**src/rtl/sseg_pkg.sv**
```systemverilog
// Shared definitions for the four-digit seven-segment scan controller.
//   digit_idx_t : 2-bit index of the digit currently being scanned
//   AN_ONEHOT   : active-low anode pattern per digit index
//   AN_ALL_OFF  : all anodes dark
//   SEG_BLANK   : all segments and the decimal point dark
//   nibble_of() : selects the hex nibble shown on a given digit
package sseg_pkg;

  typedef logic [1:0] digit_idx_t;

  localparam int               SUPPORTED_DIGITS = 4;
  localparam logic [3:0]       AN_ALL_OFF       = 4'b1111;
  localparam logic [3:0]       AN_ONEHOT [4]    = '{4'b1110, 4'b1101, 4'b1011, 4'b0111};
  localparam logic [7:0]       SEG_BLANK        = 8'hFF;

  function automatic logic [3:0] nibble_of(input logic [15:0] word, input digit_idx_t idx);
    return word[{idx, 2'b00} +: 4];
  endfunction

endpackage

```
**src/rtl/binary_to_seven_seg.sv**
```systemverilog
// Hex nibble to seven-segment glyph decoder (purely combinational).
//   bin : nibble to display
//   dp  : decimal point request, 1 = lit (passed through on seg[7], active-high)
//   seg : seg[6:0] = segments g..a active-low, seg[7] = dp as given
module binary_to_seven_seg (
  input  logic [3:0] bin,
  input  logic       dp,
  output logic [7:0] seg
);

  always_comb begin
    // NOTE: default first so every path assigns seg; a missing branch would otherwise infer a latch.
    seg = {dp, 7'b1111111};
    case (bin)
      4'h0: seg[6:0] = 7'b1000000;
      4'h1: seg[6:0] = 7'b1111001;
      4'h2: seg[6:0] = 7'b0100100;
      4'h3: seg[6:0] = 7'b0110000;
      4'h4: seg[6:0] = 7'b0011001;
      4'h5: seg[6:0] = 7'b0010010;
      4'h6: seg[6:0] = 7'b0000010;
      4'h7: seg[6:0] = 7'b1111000;
      4'h8: seg[6:0] = 7'b0000000;
      4'h9: seg[6:0] = 7'b0010000;
      4'hA: seg[6:0] = 7'b0001000;
      4'hB: seg[6:0] = 7'b0000011;
      4'hC: seg[6:0] = 7'b1000110;
      4'hD: seg[6:0] = 7'b0100001;
      4'hE: seg[6:0] = 7'b0000110;
      4'hF: seg[6:0] = 7'b0001110;
      default: seg[6:0] = 7'b1111111;
    endcase
  end

endmodule

```
**src/rtl/sseg_scan_controller.sv**
```systemverilog
// Time-multiplexed driver for a four-digit common-anode seven-segment display.
// A prescaler paces the digit scan; updates are double-buffered (pending ->
// shadow) and committed only when the scan wraps from digit 3 to digit 0 so a
// frame never shows a mix of old and new digits.
//   clk      : system clock, rising edge
//   rst      : synchronous active-high reset
//   load     : one-cycle update request, samples value/dp_in
//   value    : four hex nibbles, digit 0 = value[3:0]
//   dp_in    : decimal point per digit, 1 = lit
//   blank    : level, 1 darkens every anode (scan keeps running)
//   load_ack : one-cycle pulse when pending data reaches the display
//   busy     : an update is pending and not yet committed
//   an       : active-low anodes
//   sseg     : active-low segments a..g in bits 0..6, dp in bit 7
// Optional build macro SSEG_LEADING_ZERO_BLANK_EN: darkens digits above the
// highest nonzero nibble (digit 0 and digits with a lit dp always shown).
module sseg_scan_controller
  import sseg_pkg::*;
#(
  parameter int DIGIT_PERIOD = 100000,
  parameter int NUM_DIGITS   = 4
) (
  input  logic        clk,
  input  logic        rst,
  input  logic        load,
  input  logic [15:0] value,
  input  logic [3:0]  dp_in,
  input  logic        blank,
  output logic        load_ack,
  output logic        busy,
  output logic [3:0]  an,
  output logic [7:0]  sseg
);

  if (NUM_DIGITS != SUPPORTED_DIGITS) begin : g_bad_num_digits
    $error("sseg_scan_controller: NUM_DIGITS must be 4");
  end
  if (DIGIT_PERIOD < 2 || DIGIT_PERIOD > (1 << 20)) begin : g_bad_period
    $error("sseg_scan_controller: DIGIT_PERIOD must be in 2..2^20");
  end

  localparam int              CNT_W    = (DIGIT_PERIOD > 2) ? $clog2(DIGIT_PERIOD) : 1;
  localparam logic [CNT_W-1:0] CNT_LAST = CNT_W'(DIGIT_PERIOD - 1);

  logic [CNT_W-1:0] presc;
  digit_idx_t       index;
  logic             tick;
  logic             commit;
  logic [15:0]      value_pend;
  logic [3:0]       dp_pend;
  logic [15:0]      value_sh;
  logic [3:0]       dp_sh;
  logic [7:0]       dec_seg;
  logic             digit_on;

  assign tick   = (presc == CNT_LAST);
  // Frame boundary: the tick that moves the scan from digit 3 back to digit 0.
  assign commit = tick && (index == 2'd3) && busy;

  binary_to_seven_seg u_dec (
    .bin (nibble_of(value_sh, index)),
    .dp  (dp_sh[index]),
    .seg (dec_seg)
  );

`ifdef SSEG_LEADING_ZERO_BLANK_EN
  // A digit stays lit if it is digit 0, carries a lit dp, or any nibble at or
  // above it is nonzero.
  always_comb begin
    digit_on = 1'b1;
    if (index != 2'd0) begin
      digit_on = dp_sh[index] || ((value_sh >> {index, 2'b00}) != 16'h0000);
    end
  end
`else
  assign digit_on = 1'b1;
`endif

  always_ff @(posedge clk) begin
    if (rst) begin
      presc      <= '0;
      index      <= '0;
      value_pend <= '0;
      dp_pend    <= '0;
      value_sh   <= '0;
      dp_sh      <= '0;
      busy       <= 1'b0;
      load_ack   <= 1'b0;
      an         <= AN_ALL_OFF;
      sseg       <= SEG_BLANK;
    end else begin
      presc <= tick ? '0 : presc + CNT_W'(1);
      if (tick) begin
        index <= index + 2'd1;
      end

      load_ack <= 1'b0;
      // NOTE: non-blocking assignments let the commit copy the old pending
      // data even when a load overwrites the pending registers this same cycle.
      if (commit) begin
        value_sh <= value_pend;
        dp_sh    <= dp_pend;
        busy     <= 1'b0;
        load_ack <= 1'b1;
      end
      // Placed after the commit so a coinciding load keeps busy set.
      if (load) begin
        value_pend <= value;
        dp_pend    <= dp_in;
        busy       <= 1'b1;
      end

      // Anode and segments are registered together so they switch on the same edge.
      if (blank || !digit_on) begin
        an   <= AN_ALL_OFF;
        sseg <= SEG_BLANK;
      end else begin
        an   <= AN_ONEHOT[index];
        sseg <= {~dec_seg[7], dec_seg[6:0]};
      end
    end
  end

endmodule
```
**config.mk**
```make
export PLATFORM = sky130hd
export DESIGN_NAME = sseg_scan_controller
export DESIGN_NICKNAME = d
export VERILOG_FILES = /design/src/rtl/sseg_pkg.sv /design/src/rtl/binary_to_seven_seg.sv /design/src/rtl/sseg_scan_controller.sv
export SDC_FILE = /design/constraint.sdc
export NUM_CORES = 1
export LEC_CHECK = 0
export ABC_AREA = 1
export ABC_CLOCK_PERIOD_IN_PS = 2100
export CAP_MARGIN = 20
export CORE_MARGIN = 5
export CORE_UTILIZATION = 39
export CTS_CLUSTER_DIAMETER = 50
export DETAILED_ROUTE_END_ITERATION = 16
export PLACE_DENSITY_LB_ADDON = 0.08
export SLEW_MARGIN = 0
export SYNTH_ARGS = -nofsm -noshare
export SYNTH_HDL_FRONTEND = slang
export SYNTH_HIERARCHICAL = 1
export SYNTH_SLANG_ARGS = --single-unit
```
**constraint.sdc**
```tcl
create_clock -name clk -period 2.1 [get_ports clk]
set_input_delay 0.315 -clock clk [delete_from_list [all_inputs] [get_ports clk]]
set_output_delay 0.315 -clock clk [all_outputs]
set_load 0.05 [all_outputs]
```
# Word-level counts from Yosys, hierarchy flattened
# Memory sizes are Yosys's and may differ from the RTL's. A register that Yosys moved wholly into a read port is not among the register bits.
# Index checks and enable logic that the tools add are counted.
# totals
elab_cells,33
romBits,112
n_memories,1
ff_bits,73
# mem_list
memory,depth,word_bits,read_ports,rd_ports_with_merged_regs,write_ports,line,source
(no name shown),16,7,1,1,0,binary_to_seven_seg.sv:14,case (bin)
# classes
shifts,1
addsub,2
n_lt_le_gt_ge,2
bitwise_logic,2
mux,8
n_reduce_logical,5
n_eq_ne,2
# op_table
op,n
$add 17x1->17 const B,1
$eq 17x17->1 const B,1
$shiftx 16x5->4,1
$bmux 4 s2,1
$mux 4,2
$mux 1,4
$reduce_or 2->1,2
$ge 3x3->1 const B,1
$lt 2x3->1 const B,1
$not 2->3,1
$add 2x1->2 const B,1
$bmux 1 s2,1
$eq 2x2->1 const B,1
$logic_and 1x1->1,2
$reduce_bool 2->1,1
$not 1->1,1

# Depth between registers and ports, before layout
# Gate-level depths: netlist of run 1.
# logic_depth
word_depth,5
depth_mapped,13
depth_no_buf,12

# Modules after synthesis
# Netlist of run 1, hierarchy kept.
# modules_own_cells
mod,cells_each,seq_area_each_um2,instances,area_each_um2
sseg_scan_controller,415,1461.4,1,3101.7
binary_to_seven_seg,50,0.0,1,281.5

# Worst setup path before layout of run 1
# Ideal clock, no wire load.
# synth_path
path_kind,register to register
startpoint,register index[0]
endpoint,register sseg[3]
t_required_ns,1.971
stages_incl_launch_ff,13
arrival_ns,1.882
synth_period_minus_slack_ns,2.012
setup_time_ns,0.129
path_slack_ns,0.088
cell_sequence,dfxtp_1 -> clkbuf_1 -> inv_1 -> o21ai_0 -> a21oi_1 -> a21oi_1 -> inv_1 -> ha_1 -> nand2_1 -> nand3_1 -> nand2_1 -> inv_1 -> nand2_1
# synth_between
elab_chain_len,1
# synth_lines
item,line,source
start: declaration,sseg_scan_controller.sv:46,digit_idx_t index;
start signal: assignment,sseg_scan_controller.sv:94,index <= index + 2'd1;
$shiftx 16x5->4,sseg_pkg.sv:17,"return word[{idx, 2'b00} +: 4];"
end: declaration,sseg_scan_controller.sv:32,output logic [7:0] sseg
# Every way passes these cells.
# A chain may end at the register's enable or synchronous reset.

# Worst setup path in the final report of run 1
# layout_path
startpoint,register busy
endpoint,output busy
# layout_rtl
item,line,source
start: declaration,sseg_scan_controller.sv:30,"output logic busy,"
start signal: assignment,sseg_scan_controller.sv:87,busy <= 1'b0;
start signal: assignment,sseg_scan_controller.sv:103,busy <= 1'b0;
start signal: assignment,sseg_scan_controller.sv:110,busy <= 1'b1;
# No word-level cell between the ends.

==> results of run 1 <==
logic make-up (layout without fill, tap and decap cells):
family	count (synthesis)	in the layout	share of synthesized area, %
fa+ha+maj	12	12	4.44
flops	73	73	43.2
compound gates	54	54	8.21
buf+inv	72	116	9.47
simple gates	246	246	32.6
xor+xnor	8	8	2.07
area by class of cell:
cell class	instances	area [µm²]	share of cell area, %
Multi-Input combinational cell	320	1610	39.7
Tap cell	108	135	3.34
Inverter	52	195	4.82
Sequential cell	73	1460	36.1
Clock buffer	11	131	3.25
Clock inverter	4	45.0	1.11
Timing Repair Buffer	49	473	11.7
layout by cell type, fill, tap and decap left out:
cell type,Yosys,routed
nand2_1,102,102
nor2_1,84,84
dfxtp_1,73,73
inv_1,45,45
clkdlybuf4s50_1,0,37
o21ai_0,29,29
nor2_2,23,23
a21oi_1,22,21
nand3_1,19,19
ha_1,12,12
buf_4,2,11
clkbuf_8,0,9
inv_2,7,7
xor2_1,7,7
nor3_1,4,4
nand4_1,3,3
clkinv_2,0,3
o21ai_2,2,2
or2_0,2,2
clkbuf_1,9,2
a21oi_2,0,1
nand3_4,1,1
nand2_2,1,1
nor2_8,1,1
nand3b_4,1,1
nor2_4,1,1
nand3_2,1,1
nand4_2,1,1
nor3_2,1,1
xnor2_1,1,1
nor3b_1,1,1
bufinv_16,0,1
buf_12,0,1
o21ai_1,1,1
per-layer routing:
metal	wire, µm	GRT usage, %
met1	3450	19.7
met2	3110	22.7
met3	217	2.98
met4	153	6.77
met5	0	0
what timing repair did:
action	4_1_cts	5_1_grt
hold buffers	0	0
endpoints found under the setup margin	0	7
gates resized for setup	0	1
through the flow:
step / setup WS (ns) / util [%] / total power, W / hold WS [ns] / area (µm²)
floorplan: 0.0883 / - / 0.00157 / 0.384 / 3380
CTS: 0.103 / 47.0 / 0.00270 / 0.462 / 4040
finish: 0.179 / 47.1 / 0.00265 / 0.458 / 4050
detailed placement: 0.108 / 45.0 / 0.00165 / 0.447 / 3870
global placement: 0.221 / 45.0 / 0.00165 / 0.432 / 3870
global route: 0.0133 / 47.1 / 0.00279 / 0.495 / 4050
final timing paths:
check | from | endpoint | slack (ns) | cells after the start
setup / recovery | busy | busy | 0.18 | 1
setup reg to reg | presc[0] | presc[15] | 0.24 | 8
hold reg to reg | presc[0] | presc[0] | 0.46 | 1
hold / removal | presc[0] | presc[0] | 0.46 | 1
flip-flops by register name, indices dropped and copies added (netlist names):
name,cells
an,4
presc,17
busy,1
dp_pend,4
index,2
dp_sh,4
load_ack,1
sseg,8
value_sh,16
value_pend,16
power groups by stage:
stage | clock (W) | sequential [W] | combinational, W
after floorplan | 0 | 0.00150 | 0.0000647
after global placement | 0 | 0.00148 | 0.000171
after detailed placement | 0 | 0.00148 | 0.000173
after CTS | 0.00108 | 0.00145 | 0.000174
after global routing | 0.00115 | 0.00145 | 0.000190
final | 0.00104 | 0.00145 | 0.000171
==> flow_metrics.py, run 1 <==
metrics = {
    "run_status": {
        "status": "completed",
    },
    "global_routing": {
        "grt_pass1_wl_mm": 12.2,
        "grt_max_degree": 43,
        "antenna_found_initial": 0,
        "grt_overflow_total": 0,
        "grt_pass1_vias": 2635,
        "grt_use_total_pct": 14.7,
    },
    "logic_synthesis": {
        "ys_seq_area_share_pct": 43.2,
        "syn-cell-area_mm2": 0.00338,
        "syn_inst": 465,
        "synth_area_leader_cell": "dfxtp_1",
        "ys_warn_count": 6,
        "syn-num-nets": 501,
        "yosysMostFrequentCell": "nand2_1",
        "syn-mean-instance-area_um2": 7.28,
        "synth-seq-cells": 73,
        "yosys-top-cells-area": "dfxtp_1 43%, nand2_1 11%, nor2_1 9.3%, inv_1 5.0%, ha_1 4.4%",
        "netlist_top_cells_count": "102 x nand2_1, 84 x nor2_1, 73 x dfxtp_1",
        "synthFlopType": "dfxtp_1",
        "synth_top_area_share_pct": 43.2,
        "ys_types": 30,
        "synth_edf_count": 0,
        "async_flop_share_pct": 0,
    },
    "routing": {
        "ant_nets": 0,
        "drt-initial-drc-count": 104,
        "routed_wl_mm": 6.93,
        "num_vias": 2780,
        "dr.pass1.iters": 4,
        "drc": 0,
        "vias_per_cell": 4.51,
        "wl_per_cell_um": 11.2,
    },
    "power_and_ir_drop": {
        "swShare_pct": 23.2,
        "p_leak_nw": 1.81,
        "power.switching_w": 0.000614,
        "seq_power_share_pct": 54.5,
        "share_comb_of_total_power_pct": 6.4,
        "clkPwrFrac_pct": 39.0,
        "pwr_density_cell_mw_per_mm2": 656,
        "ir_drop_mv": 0.322,
        "internal_power_w": 0.00204,
    },
    "worst_setup_path": {
        "arrival_ns": 1.61,
        "path_cells": "clkdlybuf4s50_1",
        "cp.buffers_inverters": 1,
        "cpLargestDelayFamily": "buffers and inverters",
        "critPathRequiredTime_ns": 1.78,
        "crit_slowest_cell": "clkdlybuf4s50_1",
        "critPathCaptureType": "primary output",
        "start_kind": "flip-flop",
        "crit_type": "reg2out",
        "path_max_fanout": 4,
        "max_stage_delay_ns": 0.84,
    },
    "timing": {
        "rsz0062_at_grt": "false",
        "finalHoldViolCount": 0,
        "tns_ns": 0,
        "tightest_slew_ns": 0.687,
        "setup_violations": 0,
        "max_slew_margin_pct": 54.2,
        "fin_crit_sh_pct": 91.5,
        "min_period_ns": 1.92,
        "skew_ns": 0.00735,
        "finalMaxSlewViolations": 0,
        "max_freq_mhz": 521,
    },
    "finish": {
        "fin_cells": 617,
        "fin_nets": 541,
        "n_antenna_cell": 0,
        "area_delta_synth_final_pct": 19.6,
        "layout-drive-gt1-share_pct": 13.0,
        "fill_cells": 897,
    },
    "clocking": {
        "cts_sinks": 73,
        "postCtsSetupBuffers": 0,
        "clockBufferDepth": 2,
        "cts-buffers-inserted": 9,
        "clockRootBuffer": "clkbuf_8",
        "cts_tree": "yes",
        "clk_transition_reported_paths_ns": 0.07,
        "cts-htree-levels": 3,
        "clock_latency_ns": 0.34,
    },
    "floorplan": {
        "die-width_um": 103,
        "fp.dieH_um": 103,
        "rows": 34,
        "start_util_pct": 39.4,
        "dieArea_mm2": 0.0106,
        "core_area_mm2": 0.00859,
        "ios": 38,
    },
    "place": {
        "hpwl_mm": 4.93,
        "placed_cells": 602,
        "port_buffers": 37,
        "gp_congestion": 0.820,
    },
    "hold_path": {
        "hold_class": "reg2reg",
    },
    "job": {
        "maxCapViolCount": 0,
    },
}
No activity file was read; power rests on OpenSTA's default activity.
==> inputs of run 2 (changes only) <==
- PLACE_DENSITY: unset -> 0.63
- PLACE_DENSITY_LB_ADDON: 0.08 -> unset
==> run 2 against run 1 <==
Non-clock buffer count decreased by 1. Combinational power barely moved. Critical path depth stayed put. Hold slack worse by 0.013 ns. Core utilization is 0.36 points higher. Largest power group unchanged.
==> flow_metrics.py, run 2 (synthesis results as in run 1) <==
metrics = {
    "timing": {
        "tns_ns": 0,
        "finalMaxSlewViolations": 0,
        "min_period_ns": 1.91,
        "tightest_slew_ns": 0.685,
        "setup_slack_ns": 0.188,
        "fin_crit_sh_pct": 91.1,
        "max_freq_mhz": 523,
        "setup_violations": 0,
        "finalHoldViolCount": 0,
        "skew_ns": 0.0108,
        "max_slew_margin_pct": 54.3,
        "rsz0062_at_grt": "false",
    },
    "place": {
        "placed_area_mm2": 0.00386,
        "gp_congestion": 0.882,
        "port_buffers": 37,
        "hpwl_mm": 4.70,
        "dp_slack_ns": 0.247,
    },
    "worst_setup_path": {
        "max_stage_delay_ns": 0.84,
        "crit_slowest_cell": "clkdlybuf4s50_1",
        "cp.buffers_inverters": 1,
        "path_cells": "clkdlybuf4s50_1",
        "critPathCaptureType": "primary output",
        "path_max_fanout": 4,
        "crit_type": "reg2out",
        "cpLargestDelayFamily": "buffers and inverters",
        "crit_cells": 1,
        "arrival_ns": 1.60,
        "r2r_cells": 11,
        "start_kind": "flip-flop",
        "critPathRequiredTime_ns": 1.78,
    },
    "global_routing": {
        "grt_pass1_vias": 2782,
        "grt_pass1_wl_mm": 11.7,
        "grt_use_total_pct": 13.8,
        "antenna_found_initial": 0,
        "grt_max_degree": 43,
        "grt_overflow_total": 0,
    },
    "routing": {
        "vias_per_cell": 4.55,
        "num_vias": 2808,
        "highest_layer": "met4",
        "wl_met3_um": 264,
        "dr.pass1.iters": 4,
        "wl_met1_mm": 3.20,
        "wl_per_cell_um": 10.6,
        "drt-initial-drc-count": 96,
        "drc": 0,
        "ant_nets": 0,
        "routed_wl_mm": 6.56,
        "dr_wl_met2_mm": 2.99,
    },
    "clocking": {
        "post_cts_resized": 0,
        "cts-buffers-inserted": 9,
        "postCtsSetupBuffers": 0,
        "clk_transition_reported_paths_ns": 0.08,
        "cts_tree": "yes",
        "clockBufferDepth": 2,
        "clockRootBuffer": "clkbuf_8",
        "cts_sinks": 73,
        "clock_latency_ns": 0.34,
        "cts-htree-levels": 3,
        "cts-hold-fix-buffers": 0,
    },
    "floorplan": {
        "start_util_pct": 39.4,
        "fp.dieH_um": 103,
        "core_area_mm2": 0.00859,
        "ios": 38,
        "rows": 34,
        "die-width_um": 103,
        "dieArea_mm2": 0.0106,
    },
    "finish": {
        "layout-drive-gt1-share_pct": 13.2,
        "largest_reg_flops": 17,
        "reg_top3": "presc x17, value_pend x16, value_sh x16",
        "design_area_mm2": 0.00408,
        "utilization_pct": 47.5,
        "layout_common_cells": "102 x nand2_1, 84 x nor2_1, 73 x dfxtp_1, 45 x inv_1, 37 x clkdlybuf4s50_1",
        "final_common_cell": "nand2_1",
        "area_delta_synth_final_pct": 20.5,
        "fin_nets": 540,
        "top_register": "presc",
        "n_antenna_cell": 0,
    },
    "power_and_ir_drop": {
        "pwr_density_cell_mw_per_mm2": 689,
        "ir_drop_mv": 0.416,
        "p_leak_nw": 1.82,
    },
    "job": {
        "maxCapViolCount": 0,
    },
    "run_status": {
        "status": "completed",
    },
    "hold_path": {
        "hold_class": "reg2reg",
        "hold_path_depth": 1,
    },
}
-- run 2: cell count changes in the layout (fill, tap and decap cells not counted) --
| cell | before | now |
|---|---|---|
| clkinv_4 | 0 | 2 |
| buf_4 | 11 | 10 |
| bufinv_16 | 1 | 2 |
| clkbuf_1 | 2 | 0 |
| a21oi_2 | 1 | 0 |
| clkinvlp_4 | 0 | 1 |
| a21oi_1 | 21 | 22 |
| clkinv_2 | 3 | 2 |
-- run 2: stage by stage --
| stage | hold WS (ns) | power, W | cells |
|---|---|---|---|
| global placement | 0.431 | 0.00165 | 601 |
| finish | 0.445 | 0.00281 | 617 |
| detailed placement | 0.437 | 0.00165 | 601 |
| global route | 0.496 | 0.00293 | 617 |
| floorplan | 0.384 | 0.00157 | 465 |
| CTS | 0.448 | 0.00286 | 617 |
-- run 2: worst paths after layout --
kind	to	slack, ns	from
min reg2reg	presc[0]	0.44	presc[0]
max	busy	0.19	busy
max reg2reg	sseg[3]	0.23	index[0]
min	presc[0]	0.44	presc[0]
-- run 2: area by class of cell --
cell class	count	area, µm²
Fill cell	881	4520
Timing Repair Buffer	48	465
Clock inverter	7	95.1
Clock buffer	9	124
Sequential cell	73	1460
Multi-Input combinational cell	320	1600
Tap cell	108	135
Inverter	52	195
-- run 2: power by group --
| part | switching [W] | total, W | internal [W] |
|---|---|---|---|
| clock network | 0.000524 | 0.00119 | 0.000668 |
| registers | 0.0000234 | 0.00145 | 0.00142 |
| logic | 0.0000924 | 0.000171 | 0.0000785 |
-- run 2: per-layer routing --
metal  vias up  global-route usage [%]
met5         -                       0
met4         0                    7.17
met3         8                    2.91
met2        48                    22.3
met1      1245                    17.1
li1       1507                       -
